**src/rtl/sop_result_reader_pkg.sv**
```systemverilog
// Shared definitions for the sum-of-products result path: operand width default,
// result width rule and the reader's per-cycle control bundle.
package sop_result_reader_pkg;

    localparam int SOP_SIZE = 4;

    // Result of a SIZE x SIZE sum of products plus carry headroom.
    function automatic int sop_result_w(input int size);
        return 2 * size + 2;
    endfunction

    typedef struct packed {
        logic push;
        logic pop;
        logic drop;
    } rd_ctl_t;

endpackage

```
**src/rtl/sop_rd_fifo.sv**
```systemverilog
// Result buffer: DEPTH-entry circular store with read/write pointers and occupancy.
// Storage is not reset; only pointers and occupancy are.
module sop_rd_fifo #(
    parameter int W     = 10,
    parameter int DEPTH = 4,
    parameter int AW    = 2
) (
    input  logic          clk,
    input  logic          rst_n,
    input  logic          push,
    input  logic          pop,
    input  logic [W-1:0]  wr_data,
    output logic [W-1:0]  rd_data,
    output logic [AW:0]   count,
    output logic          full,
    output logic          empty
);

    localparam logic [AW:0] DEPTH_C = (AW + 1)'(DEPTH);

    logic [W-1:0]  mem [DEPTH];
    logic [AW-1:0] wr_ptr;
    logic [AW-1:0] rd_ptr;

    always_ff @(posedge clk) begin
        if (push) begin
            mem[wr_ptr] <= wr_data;
        end
    end

    // Pointers wrap naturally because DEPTH == 2**AW.
    always_ff @(posedge clk or negedge rst_n) begin
        if (!rst_n) begin
            wr_ptr <= '0;
            rd_ptr <= '0;
            count  <= '0;
        end else begin
            if (push) begin
                wr_ptr <= wr_ptr + AW'(1);
            end
            if (pop) begin
                rd_ptr <= rd_ptr + AW'(1);
            end
            case ({push, pop})
                2'b10:   count <= count + (AW + 1)'(1);
                2'b01:   count <= count - (AW + 1)'(1);
                default: count <= count;
            endcase
        end
    end

    assign rd_data = mem[rd_ptr];
    assign full    = (count == DEPTH_C);
    assign empty   = (count == '0);

endmodule

```
**src/rtl/sop_result_reader.sv**
```systemverilog
// Receiving end of the sum-of-products datapath: buffers results without
// backpressure, hands them out over valid/ready, and keeps overflow/peak statistics.
module sop_result_reader
    import sop_result_reader_pkg::*;
#(
    parameter int  SIZE  = SOP_SIZE,
    parameter int  DEPTH = 4,
    parameter int  AW    = 2,
    localparam int W     = sop_result_w(SIZE)
) (
    input  logic          CLK,
    input  logic          RST,
    input  logic [W-1:0]  SOP_IN,
    input  logic          IN_VALID,
    output logic [W-1:0]  DOUT,
    output logic          DOUT_VALID,
    input  logic          DOUT_READY,
    output logic [AW:0]   COUNT,
    output logic          FULL,
    output logic          OVERFLOW,
    input  logic          CLR_STAT,
    output logic [W-1:0]  PEAK
);

    function automatic logic [W-1:0] umax(input logic [W-1:0] a, input logic [W-1:0] b);
        return (a > b) ? a : b;
    endfunction

    rd_ctl_t      ctl;
    logic [W-1:0] fifo_rd_data;
    logic         fifo_full;
    logic         fifo_empty;

    // A pop frees a slot in the same cycle, so a full buffer can still accept.
    always_comb begin
        ctl      = '0;
        ctl.pop  = !fifo_empty && DOUT_READY;
        ctl.push = IN_VALID && (!fifo_full || ctl.pop);
        ctl.drop = IN_VALID && fifo_full && !ctl.pop;
    end

    sop_rd_fifo #(
        .W     (W),
        .DEPTH (DEPTH),
        .AW    (AW)
    ) u_fifo (
        .clk     (CLK),
        .rst_n   (RST),
        .push    (ctl.push),
        .pop     (ctl.pop),
        .wr_data (SOP_IN),
        .rd_data (fifo_rd_data),
        .count   (COUNT),
        .full    (fifo_full),
        .empty   (fifo_empty)
    );

    // A drop in the same cycle as a clear leaves OVERFLOW set.
    always_ff @(posedge CLK or negedge RST) begin
        if (!RST) begin
            OVERFLOW <= 1'b0;
        end else if (ctl.drop) begin
            OVERFLOW <= 1'b1;
        end else if (CLR_STAT) begin
            OVERFLOW <= 1'b0;
        end
    end

    always_ff @(posedge CLK or negedge RST) begin
        if (!RST) begin
            PEAK <= '0;
        end else if (ctl.push) begin
            PEAK <= CLR_STAT ? SOP_IN : umax(PEAK, SOP_IN);
        end else if (CLR_STAT) begin
            PEAK <= '0;
        end
    end

    // Unwritten storage is never exposed: DOUT reads zero while empty.
    assign DOUT       = fifo_empty ? '0 : fifo_rd_data;
    assign DOUT_VALID = !fifo_empty;
    assign FULL       = fifo_full;

endmodule

```
**config.mk**
```make
export PLATFORM = sky130hd
export DESIGN_NAME = sop_result_reader
export DESIGN_NICKNAME = d
export VERILOG_FILES = /design/src/rtl/sop_result_reader_pkg.sv /design/src/rtl/sop_rd_fifo.sv /design/src/rtl/sop_result_reader.sv
export SDC_FILE = /design/constraint.sdc
export NUM_CORES = 1
export LEC_CHECK = 0
export CAP_MARGIN = 5
export CORE_ASPECT_RATIO = 0.5
export CORE_MARGIN = 4
export CORE_UTILIZATION = 25
export CTS_CLUSTER_DIAMETER = 40
export DETAILED_ROUTE_END_ITERATION = 8
export PLACE_DENSITY = 0.44
export SLEW_MARGIN = 20
export SYNTH_ARGS = -nofsm -noshare
export SYNTH_HDL_FRONTEND = slang
export SYNTH_SLANG_ARGS = --single-unit
```
**constraint.sdc**
```tcl
create_clock -name CLK -period 2.82 [get_ports CLK]
set_input_delay 0.564 -clock CLK [delete_from_list [all_inputs] [get_ports CLK]]
set_output_delay 0.564 -clock CLK [all_outputs]
set_load 0.01 [all_outputs]
```
==> results of run 1 <==
==> sequential cells by signal, indices dropped and copies added (netlist names) <==
name,flops
OVERFLOW,1
u_fifo.count,3
PEAK,10
u_fifo.wr_ptr,2
u_fifo.mem,40
u_fifo.rd_ptr,2
==> cell families (layout without fill, tap and decap cells) <==
| kind of cell | after synthesis | count (layout) |
|---|---|---|
| AOI/OAI and AO/OA | 31 | 31 |
| buffers and inverters | 25 | 95 |
| xor gates and xnor gates | 4 | 4 |
| and+or+nand+nor | 48 | 48 |
| muxes | 10 | 10 |
| adders and majority gates | 15 | 15 |
| DFF | 58 | 58 |
==> layout make-up <==
cell class	instances	area [um2]	share of cell area
tap	140	175	0.0478
sequential	58	1650	0.451
multi-input combinational	108	958	0.262
inverter	19	71.3	0.0195
timing repair buffer	60	551	0.150
clock inverter	5	21.3	0.00581
clock buffer	11	233	0.0636
==> cell usage after synthesis (3+ instances only) <==
cell       instances  share of area
o2bb2ai_1         11          0.036
nor2_1             6         0.0083
clkbuf_1           5         0.0070
mux4_2            10          0.083
o21ai_0            5         0.0093
nand2_1           16          0.022
edfxtp_1          40           0.44
and2_1            14          0.032
nand2b_1           3         0.0070
inv_1             19          0.026
ha_1              14          0.065
xnor2_1            3         0.0097
dfrtp_1           18           0.17
==> layer usage <==
| metal | vias up | track usage |
|---|---|---|
| met5 | - | 0 |
| met4 | 0 | 0.0529 |
| met3 | 10 | 0.0411 |
| met2 | 41 | 0.181 |
| met1 | 900 | 0.138 |
| li1 | 833 | - |
==> critical path, delay by kind of cell (launching register included) <==
| kind | cells | cell delay, ns |
|---|---|---|
| DFF | 1 | 0.34 |
| and+or+nand+nor | 1 | 0.17 |
| muxes | 1 | 0.52 |
| buffers and inverters | 2 | 0.68 |
==> timing repair <==
item                       in CTS  in global routing
hold endpoints to repair        0                  0
gates resized for setup         0                  1
setup endpoints to repair       0                 10
==> final timing paths <==
kind / slack [ns] / start / end / cells after the start
max: 0.23 / u_fifo.rd_ptr[0] / DOUT[0] / 4
min: 0.51 / u_fifo.rd_ptr[1] / u_fifo.rd_ptr[1] / 1
max reg2reg: 0.65 / u_fifo.count[1] / u_fifo.count[1] / 6
min reg2reg: 0.51 / u_fifo.rd_ptr[1] / u_fifo.rd_ptr[1] / 1
max in group asynchronous: 2.03 / RST / u_fifo.count[2] / 2
min in group asynchronous: 0.57 / RST / PEAK[6] / 2
==> through the flow <==
| stage | power (mW) | setup WS (ns) | area (um2) |
|---|---|---|---|
| floorplan | 1.97 | 0.728 | 2700 |
| global placement | 2.63 | 0.0629 | 3400 |
| detailed placement | 2.66 | 0.0439 | 3400 |
| CTS | 3.60 | 0.0254 | 3660 |
| global route | 3.78 | 0.114 | 3660 |
| finish | 3.54 | 0.225 | 3660 |
==> report_power, final <==
group,switching [mW],total [mW],internal (mW),leakage [nW]
clock network,0.346,0.925,0.579,0.126
logic,0.649,1.39,0.736,0.705
registers,0.109,1.23,1.12,0.591
total,1.10,3.54,2.44,1.42
==> out/qor.csv, run 1 <==
metric,value,unit
setup TNS,0,ns
Synth cell types,35,
Max-slew headroom,0.630,
Area Overhead vs Synth,35.6,%
pwr dens,967,nW/um2
RSZ-0062 raised after global routing,false,
worst-path maximum fanout,7,
Worst setup SP type,flip-flop,
DIE HEIGHT,81.5,um
Peak VDD IR,339,uV
crit path time final,2.59,ns
Final Hold Violating Endpoints,0,
# port buffers,40,
CP Class,flip-flop to output pin,
CP cell instances,buf_4 -> mux4_2 -> and2_1 -> clkdlybuf4s50_1,
Leakage,1.42,nW
Post-DRT Antenna Nets,0,
Post-synth EDFFs,40,
Root Buffer,clkbuf_16,
CTS tree,built,
fmax,385,MHz
Max Cap Viol,0,
most frequent cells in the layout,"clkdlybuf4s50_1 (40), edfxtp_1 (40), buf_4 (20), inv_1 (19), dfrtp_1 (18)",
first-pass GRT wire length,10.3,mm
clock buffer count from CTS,9,
async set-reset flop share out of synthesis,0.310,
slowest CP cell,mux4_2,
final setup fails,0,
Post-Synth XOR/XNOR Area,0.0130,
"FF+latch count, synth",58,
sequential area share after synthesis,0.612,
via-per-instance ratio,4.45,
crit-path max cell delay,0.52,ns
met3 WL,322,um
n_diodes,0,
simple-gate share of the synthesized area,0.0894,
first-pass detailed-route iteration total,4,
fin cells,401,
grt total ovfl,0,
Clock transition at path regs,0.05,ns
gr usage total,0.113,
Worst-Skew Late Latency,0.33,ns
mux cell area share after synthesis,0.0834,
Worst Path Required,2.26,ns
placed instance count,385,
Synth Area in Adders,0.0723,
Initial DRC Count,89,
I/O Pins,41,
Remaining DRCs,0,
DR WL/cell,16.3,um
syn_area_per_cell,14.1,um2
core area,10400,um2
Post-layout nets,286,
Synth Net Count,221,
Placer Congestion,0.755,
via count,1784,
Final Max Tran Viols,0,
die footprint,12600,um2
cts hold-fix bufs,0,
Initial Utilization,0.260,
vias in the first global route,1782,
WL met1,2.99,mm
share of post-route cells with drive strength above 1,0.176,
compound-gate portion of the synthesized area,0.0950,
metal2 WL,3.10,mm
Post-CTS Repair Setup Buffers,0,
Filler cells,1009,
# clock sinks,58,
initial antenna violation count,0,
cell area after synthesis,2700,um2
Hold Crit Class,flip-flop to flip-flop,
Worst Tran Pin Value,0.551,ns
critical path arrival,2.03,ns
die span in x,155,um
combinational family with the most area after synthesis,compound AO/OA/AOI/OAI gates,
CP endpoint kind,output pin,
fin util,0.353,
skew final,0.00514,ns
largest net degree at the start of global routing,19,
period utilization,0.920,
number of cells produced by synthesis,191,
Std-Cell Rows,26,
Highest Signal Layer,met4,
Ys Warns,0,
CTS H-tree lvls,3,
run status,"finished, final reports clean",
worst hold margin,0.509,ns
Total Wirelength,6.52,mm
dpl hpwl,4.54,mm
CTS Buffer Depth,2,
Post-synth top flop,edfxtp_1,
(Power assumes the default switching activity.)
==> run 2: changes to the inputs <==
--- a/config.mk
+++ b/config.mk
@@ -12,6 +12,7 @@
 export CTS_CLUSTER_DIAMETER = 40
 export DETAILED_ROUTE_END_ITERATION = 8
 export PLACE_DENSITY = 0.44
+export SETUP_SLACK_MARGIN = 0.5
 export SLEW_MARGIN = 20
 export SYNTH_ARGS = -nofsm -noshare
 export SYNTH_HDL_FRONTEND = slang
==> out/qor.csv, run 2 (synthesis gave the netlist of run 1 again) <==
metric,value,unit,change
crit path time final,2.30,ns,was 2.59 ns
Peak VDD IR,356,uV,was 339 uV
"most used cell, CP",buf_6,,
Max-slew headroom,0.504,,was 0.630
DR WL/cell,16.9,um,was 16.3 um
gr usage total,0.117,,was 0.113
I/O Pins,41,,unchanged
Largest Register,u_fifo.mem,,unchanged
period utilization,0.817,,was 0.920
combinational share of power,0.430,,was 0.391
CP Class,flip-flop to output pin,,unchanged
most frequent cells in the layout,"edfxtp_1 (40), buf_4 (23), clkdlybuf4s50_1 (18), dfrtp_1 (17), inv_1 (16)",,"was clkdlybuf4s50_1 (40), edfxtp_1 (40), buf_4 (20), inv_1 (19), dfrtp_1 (18)"
worst-path maximum fanout,5,,was 7
biggest regs,"u_fifo.mem (40), PEAK (10), u_fifo.count (3)",,unchanged
number of flip-flops in the largest register,40,,unchanged
Sequential Power Share,0.327,,was 0.348
Post-DRT Antenna Nets,0,,unchanged
Max Cap Viol,0,,unchanged
Worst setup SP type,flip-flop,,unchanged
WL met1,3.19,mm,was 2.99 mm
Total Wirelength,6.99,mm,was 6.52 mm
Placer Congestion,0.755,,unchanged
via-per-instance ratio,4.44,,was 4.45
Highest Signal Layer,met4,,unchanged
Initial Utilization,0.260,,unchanged
fmax,434,MHz,was 385 MHz
cells on worst reg2reg path,7,,was 6
sw frac,0.316,,was 0.312
first-pass GRT wire length,10.7,mm,was 10.3 mm
metal2 WL,3.41,mm,was 3.10 mm
run status,"finished, final reports clean",,unchanged
r2r setup slk,0.62,ns,was 0.65 ns
NetSw,1.20,mW,was 1.10 mW
# port buffers,40,,unchanged
Worst-Skew Late Latency,0.33,ns,about the same
Std-Cell Rows,26,,unchanged
via count,1839,,was 1784
vias in the first global route,1833,,was 1782
CTS H-tree lvls,3,,unchanged
Root Buffer,clkbuf_16,,unchanged
Worst Path Required,2.26,ns,about the same
grt total ovfl,0,,unchanged
fin util,0.381,,was 0.353
CTS Buffer Depth,2,,unchanged
initial antenna violation count,0,,unchanged
clock share of power,0.243,,was 0.261
Hold Crit Class,flip-flop to flip-flop,,unchanged
DIE HEIGHT,81.5,um,unchanged
"commonest non-fill, non-tap cell in the layout",edfxtp_1,,
setup TNS,0,ns,unchanged
Clock transition at path regs,0.05,ns,about the same
largest net degree at the start of global routing,19,,unchanged
final setup fails,0,,unchanged
RR Endpoint,u_fifo.count[1],,unchanged
WP buf/inv,3,,was 2
RSZ-0062 raised after global routing,true,,was false
CP cell instances,buf_6 -> buf_6 -> mux4_2 -> and2_1 -> buf_2,,was buf_4 -> mux4_2 -> and2_1 -> clkdlybuf4s50_1
dpl hpwl,4.54,mm,unchanged
Final Max Tran Viols,0,,unchanged
crit-path max cell delay,0.49,ns,was 0.52 ns
Final Hold Violating Endpoints,0,,unchanged
pwr dens,965,nW/um2,was 967 nW/um2
# clock sinks,58,,unchanged
slowest CP cell,mux4_2,,unchanged
first-pass detailed-route iteration total,4,,unchanged
met3 WL,262,um,was 322 um
Remaining DRCs,0,,unchanged
Area Overhead vs Synth,46.2,%,was 35.6%
die footprint,12600,um2,unchanged
critical path arrival,1.74,ns,was 2.03 ns
share of post-route cells with drive strength above 1,0.332,,was 0.176
hold depth,1,,unchanged
skew final,0.00314,ns,was 0.00514 ns
Initial DRC Count,104,,was 89
n_diodes,0,,unchanged
Post-layout nets,299,,was 286
WHS Endpoint,u_fifo.rd_ptr[1],,unchanged
Worst path depth,5,,was 4
core area,10400,um2,unchanged
Leakage,1.64,nW,was 1.42 nW
CP endpoint kind,output pin,,unchanged
kind of cell adding the most delay to the critical path,multiplexers,,was buffers and inverters
CTS tree,built,,unchanged
worst hold start,u_fifo.rd_ptr[1],,unchanged
RR Startpoint,u_fifo.count[0],,was u_fifo.count[1]
die span in x,155,um,unchanged
Worst Tran Pin Value,0.739,ns,was 0.551 ns
clock buffer count from CTS,9,,unchanged
Int Pwr,2.61,mW,was 2.44 mW
==> run 2: changes by cell type in the layout (fill, tap and decap cells not counted), sizes merged <==
cell | before | now
a21oi | 4 | 5
buf | 20 | 39
clkbuf | 11 | 14
clkdlybuf4s50 | 40 | 18
dlymetal6s2s | 0 | 12
==> run 2: area by class of cell <==
cell class	count	area [um2]
Fill cell	991	6430
Sequential cell	58	1650
Multi-Input combinational cell	109	1090
Timing Repair Buffer	72	708
Clock buffer	11	233
Tap cell	140	175
Inverter	19	71.3
Clock inverter	5	21.3
==> run 2: worst register-to-register path, stage by stage (launching register included) <==
cell	delay, ns
dfrtp_1	0.44
or3_4	0.45
buf_4	0.20
nand2_1	0.08
fa_1	0.45
nor3_2	0.19
o21ai_1	0.10
a22oi_1	0.19
==> run 2: per-stage QoR <==
stage / hold slack (ns) / instance area, um2 / power (mW) / cells / setup slack (ns)
floorplan: 0.268 / 2700 / 1.97 / 191 / 0.728
global placement: 0.508 / 3400 / 2.63 / 385 / 0.0629
detailed placement: 0.507 / 3400 / 2.66 / 385 / 0.0439
CTS: 0.517 / 3740 / 3.65 / 411 / 0.462
global route: 0.549 / 3950 / 4.05 / 414 / 0.450
finish: 0.514 / 3950 / 3.81 / 414 / 0.517
==> run 2: power groups by stage <==
stage | Combinational [mW] | Sequential (mW) | Clock (mW)
final | 1.64 | 1.25 | 0.928
after global routing | 1.79 | 1.27 | 0.993
after CTS | 1.46 | 1.24 | 0.952
after detailed placement | 1.41 | 1.25 | 0
after global placement | 1.39 | 1.24 | 0
after floorplan | 0.727 | 1.24 | 0
==> run 2: timing repair <==
action / CTS / global route
pin swaps: 6 / 14
gates resized for setup: 40 / 50
gates cloned: 1 / 1
hold buffers: 0 / 0
setup buffers: 9 / 2
setup endpoints to repair: 22 / 23
==> run 2: worst max-delay path by stage <==
| stage | startpoint | end | slack, ns |
|---|---|---|---|
| final | u_fifo.rd_ptr[0] | DOUT[0] | 0.52 |
| after CTS | SOP_IN[9] | PEAK[8] | 0.46 |
| after global placement | SOP_IN[5] | PEAK[0] | 0.06 |
| after floorplan | u_fifo.count[1] | u_fifo.count[1] | 0.73 |
| after global routing | u_fifo.rd_ptr[0] | DOUT[0] | 0.45 |
| after detailed placement | SOP_IN[5] | PEAK[5] | 0.04 |
==> run 2: routing by layer <==
metal,vias up,GRT usage
met5,-,0
met2,32,0.190
met4,0,0.0529
met3,10,0.0405
met1,932,0.143
li1,865,-
==> run 3: changes to the inputs <==
==> constraint.sdc (replaced) <==
create_clock -name CLK -period 2.2 [get_ports CLK]
set_input_delay 0.44 -clock CLK [delete_from_list [all_inputs] [get_ports CLK]]
set_output_delay 0.44 -clock CLK [all_outputs]
set_load 0.01 [all_outputs]
==> out/qor.csv, run 3 (synthesis gave the netlist of run 1 again) <==
metric,value,unit,change
run status,"finished, final reports clean",,unchanged
worst hold margin,0.457,ns,was 0.514 ns
Largest Register,u_fifo.mem,,unchanged
Std-Cell Rows,26,,unchanged
Leakage,1.71,nW,was 1.64 nW
setup ws final,0.0999,ns,was 0.517 ns
via count,1829,,was 1839
CTS Buffer Depth,2,,unchanged
Initial DRC Count,69,,was 104
Area after DPL,3650,um2,was 3400 um2
Placer Congestion,0.733,,was 0.755
dpl hpwl,4.65,mm,was 4.54 mm
DIE HEIGHT,81.5,um,unchanged
placed instance count,392,,was 385
skew final,0.00455,ns,was 0.00314 ns
Place WS,-0.346,ns,was 0.0439 ns
Int Pwr,3.75,mW,was 2.61 mW
first-pass GRT wire length,10.8,mm,was 10.7 mm
share of post-route cells with drive strength above 1,0.496,,was 0.332
# clock sinks,58,,unchanged
Worst Tran Pin Value,0.665,ns,was 0.739 ns
most frequent cells in the layout,"edfxtp_1 (40), buf_4 (29), dlygate4sd2_1 (22), nand2_1 (14)",,"was edfxtp_1 (40), buf_4 (23), clkdlybuf4s50_1 (18), dfrtp_1 (17), inv_1 (16)"
number of flip-flops in the largest register,40,,unchanged
period utilization,0.955,,
multi-input logic area,1240,um2,was 1090 um2
fin util,0.408,,was 0.381
Area Overhead vs Synth,56.7,%,was 46.2%
I/O Pins,41,,unchanged
CP endpoint kind,output pin,,unchanged
gr usage total,0.118,,was 0.117
n_diodes,0,,unchanged
Max-slew headroom,0.554,,was 0.504
pwr dens,1270,nW/um2,was 965 nW/um2
CTS tree,built,,unchanged
Worst-Skew Late Latency,0.32,ns,was 0.33 ns
critical path arrival,1.66,ns,was 1.74 ns
Sequential Power Share,0.290,,was 0.327
"Power, Total",5.37,mW,was 3.81 mW
DR WL/cell,16.1,um,was 16.9 um
Clock transition at path regs,0.05,ns,about the same
Final Hold Violating Endpoints,0,,unchanged
first-pass detailed-route iteration total,4,,unchanged
Remaining DRCs,0,,unchanged
clock buffer count from CTS,9,,unchanged
Peak VDD IR,563,uV,was 356 uV
initial antenna violation count,0,,unchanged
Root Buffer,clkbuf_16,,unchanged
Post-layout nets,309,,was 299
Post-DRT Antenna Nets,0,,unchanged
crit path time final,2.10,ns,
Filler cells,980,,was 991
combinational share of power,0.444,,was 0.430
CP Class,flip-flop to output pin,,unchanged
fin cells,424,,was 414
Max Cap Viol,0,,unchanged
Hold Crit Class,input pin to asynchronous set/reset pin,,was flip-flop to flip-flop
cts hold-fix bufs,0,,unchanged
Worst setup SP type,flip-flop,,unchanged
die span in x,155,um,unchanged
biggest regs,"u_fifo.mem (40), PEAK (10), u_fifo.count (3)",,unchanged
worst-path maximum fanout,7,,was 5
Reg area,1660,um2,was 1650 um2
Initial Utilization,0.260,,unchanged
fin area,4230,um2,was 3950 um2
Total Wirelength,6.84,mm,was 6.99 mm
CTS H-tree lvls,3,,unchanged
# port buffers,40,,unchanged
fmax,476,MHz,
clock share of power,0.266,,was 0.243
final setup fails,0,,unchanged
"commonest non-fill, non-tap cell in the layout",edfxtp_1,,unchanged
grt total ovfl,0,,unchanged
Worst Path Required,1.76,ns,was 2.26 ns
setup TNS,0,ns,unchanged
largest net degree at the start of global routing,19,,unchanged
RSZ-0062 raised after global routing,true,,unchanged
via-per-instance ratio,4.31,,was 4.44
core area,10400,um2,unchanged
vias in the first global route,2008,,was 1833
die footprint,12600,um2,unchanged
NetSw,1.62,mW,was 1.20 mW
Final Max Tran Viols,0,,unchanged
sw frac,0.301,,was 0.316
==> run 3: final timing paths <==
check | slack [ns] | from | to | cells after the start
max | 0.1 | u_fifo.rd_ptr[0] | DOUT[4] | 4
min | 0.46 | RST | PEAK[4] | 2
max reg2reg | 0.26 | PEAK[5] | PEAK[5] | 7
min reg2reg | 0.50 | OVERFLOW | OVERFLOW | 1
max in group asynchronous | 1.51 | RST | PEAK[9] | 2
min in group CLK | 0.50 | OVERFLOW | OVERFLOW | 1
==> run 3: repair_timing <==
item	CTS	global route
buffers inserted	11	4
gates cloned	1	0
pin swaps	26	12
gates resized for setup	100	27
endpoints found under the setup margin	77	65
==> run 3: worst max-delay path: stages (launching register included) <==
cell and delay [ns]:
dfrtp_1 0.40, buf_12 0.16, mux4_2 0.50, and2_4 0.15
buf_2 0.13
==> run 3: power by group through the flow <==
stage	combinational (mW)	clock, mW	sequential [mW]
after floorplan	0.999	0	1.61
after global placement	2.04	0	1.57
after detailed placement	2.06	0	1.58
after CTS	2.15	1.47	1.56
after global routing	2.60	1.53	1.58
final	2.38	1.43	1.56
==> run 3: per-layer routing <==
metal  share of wire  vias up  GRT usage
met5               0        -          0
met4           0.013        0     0.0396
met1            0.49      903      0.158
li1                -      886          -
met2            0.46       33      0.185
met3           0.038        7     0.0342
==> run 3: final cells by class <==
cell class,instances,share of cell area
Clock buffer,10,0.0541
Clock inverter,6,0.0192
Inverter,19,0.0169
Multi-Input combinational cell,109,0.292
Sequential cell,58,0.392
Tap cell,140,0.0414
Timing Repair Buffer,82,0.184
